**config.mk**
```make
export PLATFORM = sky130hd
export DESIGN_NAME = ysyx_25020047_lsu
export DESIGN_NICKNAME = d
export VERILOG_FILES = /design/src/rtl/ysyx_25020047_lsu.sv
export SDC_FILE = /design/constraint.sdc
export NUM_CORES = 1
export LEC_CHECK = 0
export CAP_MARGIN = 20
export CORE_MARGIN = 10
export CORE_UTILIZATION = 49
export CTS_BUF_LIST = sky130_fd_sc_hd__clkbuf_8
export CTS_CLUSTER_DIAMETER = 120
export DETAILED_ROUTE_END_ITERATION = 8
export PLACE_DENSITY = 0.85
export SYNTH_ARGS = -nofsm -noshare
export SYNTH_HDL_FRONTEND = slang
export SYNTH_SLANG_ARGS = --single-unit
```
**constraint.sdc**
```tcl
create_clock -name clk -period 12.87 [get_ports clk]
set_clock_uncertainty 0.1 [all_clocks]
set_input_delay 3.2175 -clock clk [delete_from_list [all_inputs] [get_ports clk]]
set_output_delay 3.2175 -clock clk [all_outputs]
set_load 0.005 [all_outputs]
```
**src/rtl/ysyx_25020047_lsu.sv**
```systemverilog
// ysyx_25020047_lsu: load/store unit between EXU and WBU.
// One memory transaction at a time over a req/gnt/rvalid bus.
module ysyx_25020047_lsu (
  input  logic        clk,
  input  logic        rst,
  input  logic        in_valid,
  output logic        in_ready,
  input  logic [63:0] inst_type,
  input  logic [31:0] addr,
  input  logic [31:0] st_data,
  output logic        out_valid,
  input  logic        out_ready,
  output logic [31:0] memdata,
  output logic        out_err,
  output logic        mem_req,
  output logic        mem_we,
  output logic [31:0] mem_addr,
  output logic [31:0] mem_wdata,
  output logic [3:0]  mem_wmask,
  input  logic        mem_gnt,
  input  logic        mem_rvalid,
  input  logic [31:0] mem_rdata
);

  localparam logic [63:0] OP_LW  = 64'd1 << 5;
  localparam logic [63:0] OP_LBU = 64'd1 << 6;
  localparam logic [63:0] OP_LB  = 64'd1 << 37;
  localparam logic [63:0] OP_LH  = 64'd1 << 38;
  localparam logic [63:0] OP_LHU = 64'd1 << 39;
  localparam logic [63:0] OP_SW  = 64'd1 << 40;
  localparam logic [63:0] OP_SH  = 64'd1 << 41;
  localparam logic [63:0] OP_SB  = 64'd1 << 42;

  typedef enum logic [1:0] {
    IDLE,
    REQ,
    WAIT,
    RESP
  } state_t;

  state_t state, state_nxt;

  logic [63:0] itype_q;
  logic [1:0]  off_q;

  logic is_lw, is_lbu, is_lb, is_lh, is_lhu;
  logic is_sw, is_sh, is_sb;
  logic is_ld, is_st, mis;
  logic [3:0]  wmask_d;
  logic [31:0] wdata_d;
  logic [7:0]  byte_v;
  logic [15:0] half_v;
  logic [31:0] ld_val;

  // Decode the incoming opcode; non one-hot values fall out as non-memory.
  always_comb begin
    is_lw  = inst_type == OP_LW;
    is_lbu = inst_type == OP_LBU;
    is_lb  = inst_type == OP_LB;
    is_lh  = inst_type == OP_LH;
    is_lhu = inst_type == OP_LHU;
    is_sw  = inst_type == OP_SW;
    is_sh  = inst_type == OP_SH;
    is_sb  = inst_type == OP_SB;
    is_ld  = is_lw | is_lbu | is_lb | is_lh | is_lhu;
    is_st  = is_sw | is_sh | is_sb;
    mis    = ((is_lw | is_sw) & (addr[1:0] != 2'b00))
           | ((is_lh | is_lhu | is_sh) & addr[0]);
  end

  // Byte enables and lane-replicated write data for stores.
  always_comb begin
    wmask_d = 4'b0000;
    wdata_d = 32'h0;
    if (is_sb) begin
      wmask_d = 4'b0001 << addr[1:0];
      wdata_d = {4{st_data[7:0]}};
    end else if (is_sh) begin
      wmask_d = addr[1] ? 4'b1100 : 4'b0011;
      wdata_d = {2{st_data[15:0]}};
    end else if (is_sw) begin
      wmask_d = 4'b1111;
      wdata_d = st_data;
    end
  end

  // Align and extend the returned word for the latched load kind.
  always_comb begin
    byte_v = mem_rdata[8*off_q +: 8];
    half_v = mem_rdata[16*off_q[1] +: 16];
    ld_val = 32'h0;
    if (itype_q == OP_LB)
      ld_val = {{24{byte_v[7]}}, byte_v};
    else if (itype_q == OP_LBU)
      ld_val = {24'h0, byte_v};
    else if (itype_q == OP_LH)
      ld_val = {{16{half_v[15]}}, half_v};
    else if (itype_q == OP_LHU)
      ld_val = {16'h0, half_v};
    else if (itype_q == OP_LW)
      ld_val = mem_rdata;
  end

  // State register.
  always_ff @(posedge clk or posedge rst) begin
    if (rst) state <= IDLE;
    else     state <= state_nxt;
  end

  // Next-state logic.
  always_comb begin
    state_nxt = state;
    unique case (state)
      IDLE: begin
        if (in_valid) begin
          if ((is_ld | is_st) & ~mis) state_nxt = REQ;
          else                        state_nxt = RESP;
        end
      end
      REQ: begin
        if (mem_gnt & mem_rvalid) state_nxt = RESP;
        else if (mem_gnt)         state_nxt = WAIT;
      end
      WAIT: begin
        if (mem_rvalid) state_nxt = RESP;
      end
      RESP: begin
        if (out_ready) state_nxt = IDLE;
      end
      default: state_nxt = IDLE;
    endcase
  end

  // Handshake outputs decoded from the state.
  always_comb begin
    in_ready  = (state == IDLE) & ~rst;
    mem_req   = state == REQ;
    out_valid = state == RESP;
  end

  // Latch the request at accept and capture the response data.
  always_ff @(posedge clk or posedge rst) begin
    if (rst) begin
      itype_q   <= 64'h0;
      off_q     <= 2'b00;
      mem_we    <= 1'b0;
      mem_addr  <= 32'h0;
      mem_wdata <= 32'h0;
      mem_wmask <= 4'b0000;
      memdata   <= 32'h0;
      out_err   <= 1'b0;
    end else begin
      unique case (state)
        IDLE: begin
          if (in_valid) begin
            itype_q   <= inst_type;
            off_q     <= addr[1:0];
            mem_addr  <= {addr[31:2], 2'b00};
            mem_we    <= is_st & ~mis;
            mem_wmask <= mis ? 4'b0000 : wmask_d;
            mem_wdata <= mis ? 32'h0 : wdata_d;
            memdata   <= 32'h0;
            out_err   <= mis;
          end
        end
        REQ: begin
          if (mem_gnt & mem_rvalid) memdata <= ld_val;
        end
        WAIT: begin
          if (mem_rvalid) memdata <= ld_val;
        end
        default: ;
      endcase
    end
  end

endmodule

```
==> results.py <==
metrics = {
    "route": {
        "drc": 0,
        "vias": 6591,
        "routedWlPerCell_um": 21.1,
        "ant_nets": 0,
        "drt_iter0_markers": 460,
        "dr.pass1.iters": 5,
        "wl_um": 24400,
        "viasPerCell": 5.71,
    },
    "worst_hold_path": {
        "hold_start": "mem_wdata[25]",
        "hp-class": "register to register",
    },
    "power": {
        "irDropWorstVdd_uv": 144,
        "p_sw_uw": 608,
        "clkPwrFrac_pct": 19.8,
        "p_comb_share_pct": 36.3,
        "cellPowerDensity_mw_per_mm2": 164,
        "p_sw_share_pct": 33.0,
        "p_leak_uw": 0.00455,
        "p_seq_share_pct": 43.9,
        "intPower_uw": 1230,
    },
    "logic_synthesis": {
        "netlist_area_mm2": 0.00806,
        "yosysSeqAreaShare_pct": 52.2,
        "avgSynthCellArea_um2": 12.0,
        "synth_cell_types": 66,
        "synth_seq_cells": 168,
        "synthCells": 672,
        "synth-edff-count": 0,
        "ys_async_sr_fraction_pct": 100,
        "synth-main-ff-cell": "dfrtp_1",
        "ys_warn_count": 0,
    },
    "sta": {
        "holdWs_ns": 0.384,
        "max_freq_mhz": 131,
        "worst_slack_ns": 5.21,
        "tightestPinTransition_ns": 0.938,
        "hold_viol": 0,
        "tns_ns": 0,
        "slew_headroom_pct": 37.3,
        "min_period_ns": 7.66,
        "rsz0062_at_grt": "false",
        "final-max-slew-violation-count": 0,
        "period_share_pct": 59.5,
        "final-setup-viol-count": 0,
    },
    "worst_setup_path": {
        "crit_start": "rst",
        "cp-start-kind": "primary input",
        "cp_max_fo": 2,
        "timing.rr.start": "state[0]",
        "arrival_ns": 4.34,
        "cp_data_required_time_ns": 9.55,
        "end_kind": "output port",
        "crit_type": "primary input to output port",
    },
    "place": {
        "place_congestion": 0.824,
        "io_buffers": 268,
        "dp_slack_ns": 5.20,
        "place_inst": 1121,
        "dp_hpwl_um": 18400,
    },
    "cts": {
        "cts_hold_buf": 0,
        "cts_root_buffer": "clkbuf_8",
        "clockBufferDepth": 2,
        "cts_buffers": 17,
        "h-tree-depth": 4,
        "clock_latency_ns": 0.44,
        "post_cts_resized": 0,
        "cts_tree": "done",
        "cts.sinks": 168,
        "clk_pin_slew_ns": 0.09,
        "post-cts-setup-buffer-count": 0,
    },
    "layout": {
        "final_cell_mix": "clkdlybuf4s50_1 (268), dfrtp_1 (168), mux2_2 (96)",
        "fin_nets": 1096,
        "area_delta_synth_final_pct": 39.4,
        "fillers": 1249,
        "instances_no_fill": 1155,
        "drive_above_1_share_pct": 18.8,
        "final_common_cell": "clkdlybuf4s50_1",
    },
    "die": {
        "core_mm2": 0.0160,
        "die-width_um": 148,
        "initial_core_util_pct": 50.4,
        "fp.dieH_um": 148,
        "io_pins": 271,
        "dieArea_mm2": 0.0220,
        "rows": 46,
    },
    "global_routing": {
        "gr-total-overflow": 0,
        "grt_pass1_wl_um": 38800,
        "grt_pass1_vias": 7042,
        "grt_max_degree": 87,
        "antenna_found_initial": 1,
        "grt.total_usage_pct": 22.0,
    },
    "run": {
        "drv_cap": 0,
    },
    "status": {
        "status": "finished, final reports clean",
    },
}
## power by group through the flow
stage               clock network (uW)  registers, uW  logic (uW)
floorplan                            0            781         433
global placement                     0            808         650
detailed placement                   0            820         670
CTS                                375            808         674
global route                       401            833         726
finish                             365            808         669
## metrics by stage
| stage | utilization [%] | power (uW) | area (um^2) |
|---|---|---|---|
| final | 70.2 | 1840 | 11200 |
| after global routing | 70.2 | 1960 | 11200 |
| after CTS | 70.0 | 1860 | 11200 |
| after detailed placement | 67.6 | 1490 | 10800 |
| after global placement | 67.6 | 1460 | 10800 |
| after floorplan | - | 1210 | 8060 |
## layout make-up
cell class | instances | area [um^2] | area share, %
diodes | 1 | 2.50 | 0.0223
clock buffers | 17 | 234 | 2.08
clock inverters | 15 | 144 | 1.28
inverters | 10 | 42.5 | 0.379
multi-input cells | 455 | 3590 | 32.0
flip-flops and latches | 168 | 4200 | 37.4
well taps | 216 | 270 | 2.41
repair buffers | 273 | 2740 | 24.4
## routing by layer
metal	global-route usage, %	vias up	routed length (um)
met2	36.8	251	12100
met3	6.25	32	1710
met4	7.88	0	575
li1	-	3019	-
met1	26.5	3289	10000
met5	0	-	0
## critical path, stage by stage
cell and delay (ns):
clkdlybuf4s50_1 0.49, nor2_1 0.12, clkdlybuf4s50_1 0.51
## sequential cells by signal, summed over array words and instances, names as in the netlist
register	count
itype_q	64
mem_wdata	32
memdata	32
mem_addr	30
mem_wmask	4
off_q	2
state	2
mem_we	1
out_err	1
## synth_stat cells (all sizes together) (10+ instances only)
master    n  area share, %
dfrtp   168             52
o21ai    47            3.1
a21oi    36            2.4
a22oi    17            1.6
o211ai   16            2.1
nor4     31            2.7
mux2     96             13
buf      18            1.8
nand2    81            3.9
a22o     17            1.8
a31oi    10           0.78
clkbuf   22            1.0
## worst paths after layout
check	end	depth (start not counted)	slack, ns
max in group asynchronous	itype_q[61]	4	8.28
worst min register to register	mem_wdata[25]	2	0.38
worst max-delay path	in_ready	3	5.21
worst max register to register	memdata[21]	8	9.81
min in group asynchronous	mem_wdata[7]	2	3.25
worst min-delay path	mem_wdata[25]	2	0.38
## kinds of logic (layout without fill, tap and decap cells)
logic type / after synthesis / after routing / synth area share, %
AO/OA/AOI/OAI: 162 / 162 / 14.0
XOR/XNOR: 4 / 4 / 0.435
adder cells (fa/ha/maj): 5 / 5 / 0.777
buffers and inverters: 50 / 315 / 3.28
flip-flops: 168 / 168 / 52.2
multiplexers: 113 / 113 / 16.8
other: 1 / 3 / 0.0465
AND/OR/NAND/NOR: 169 / 169 / 12.5
No activity file was read; power rests on OpenSTA's default activity.
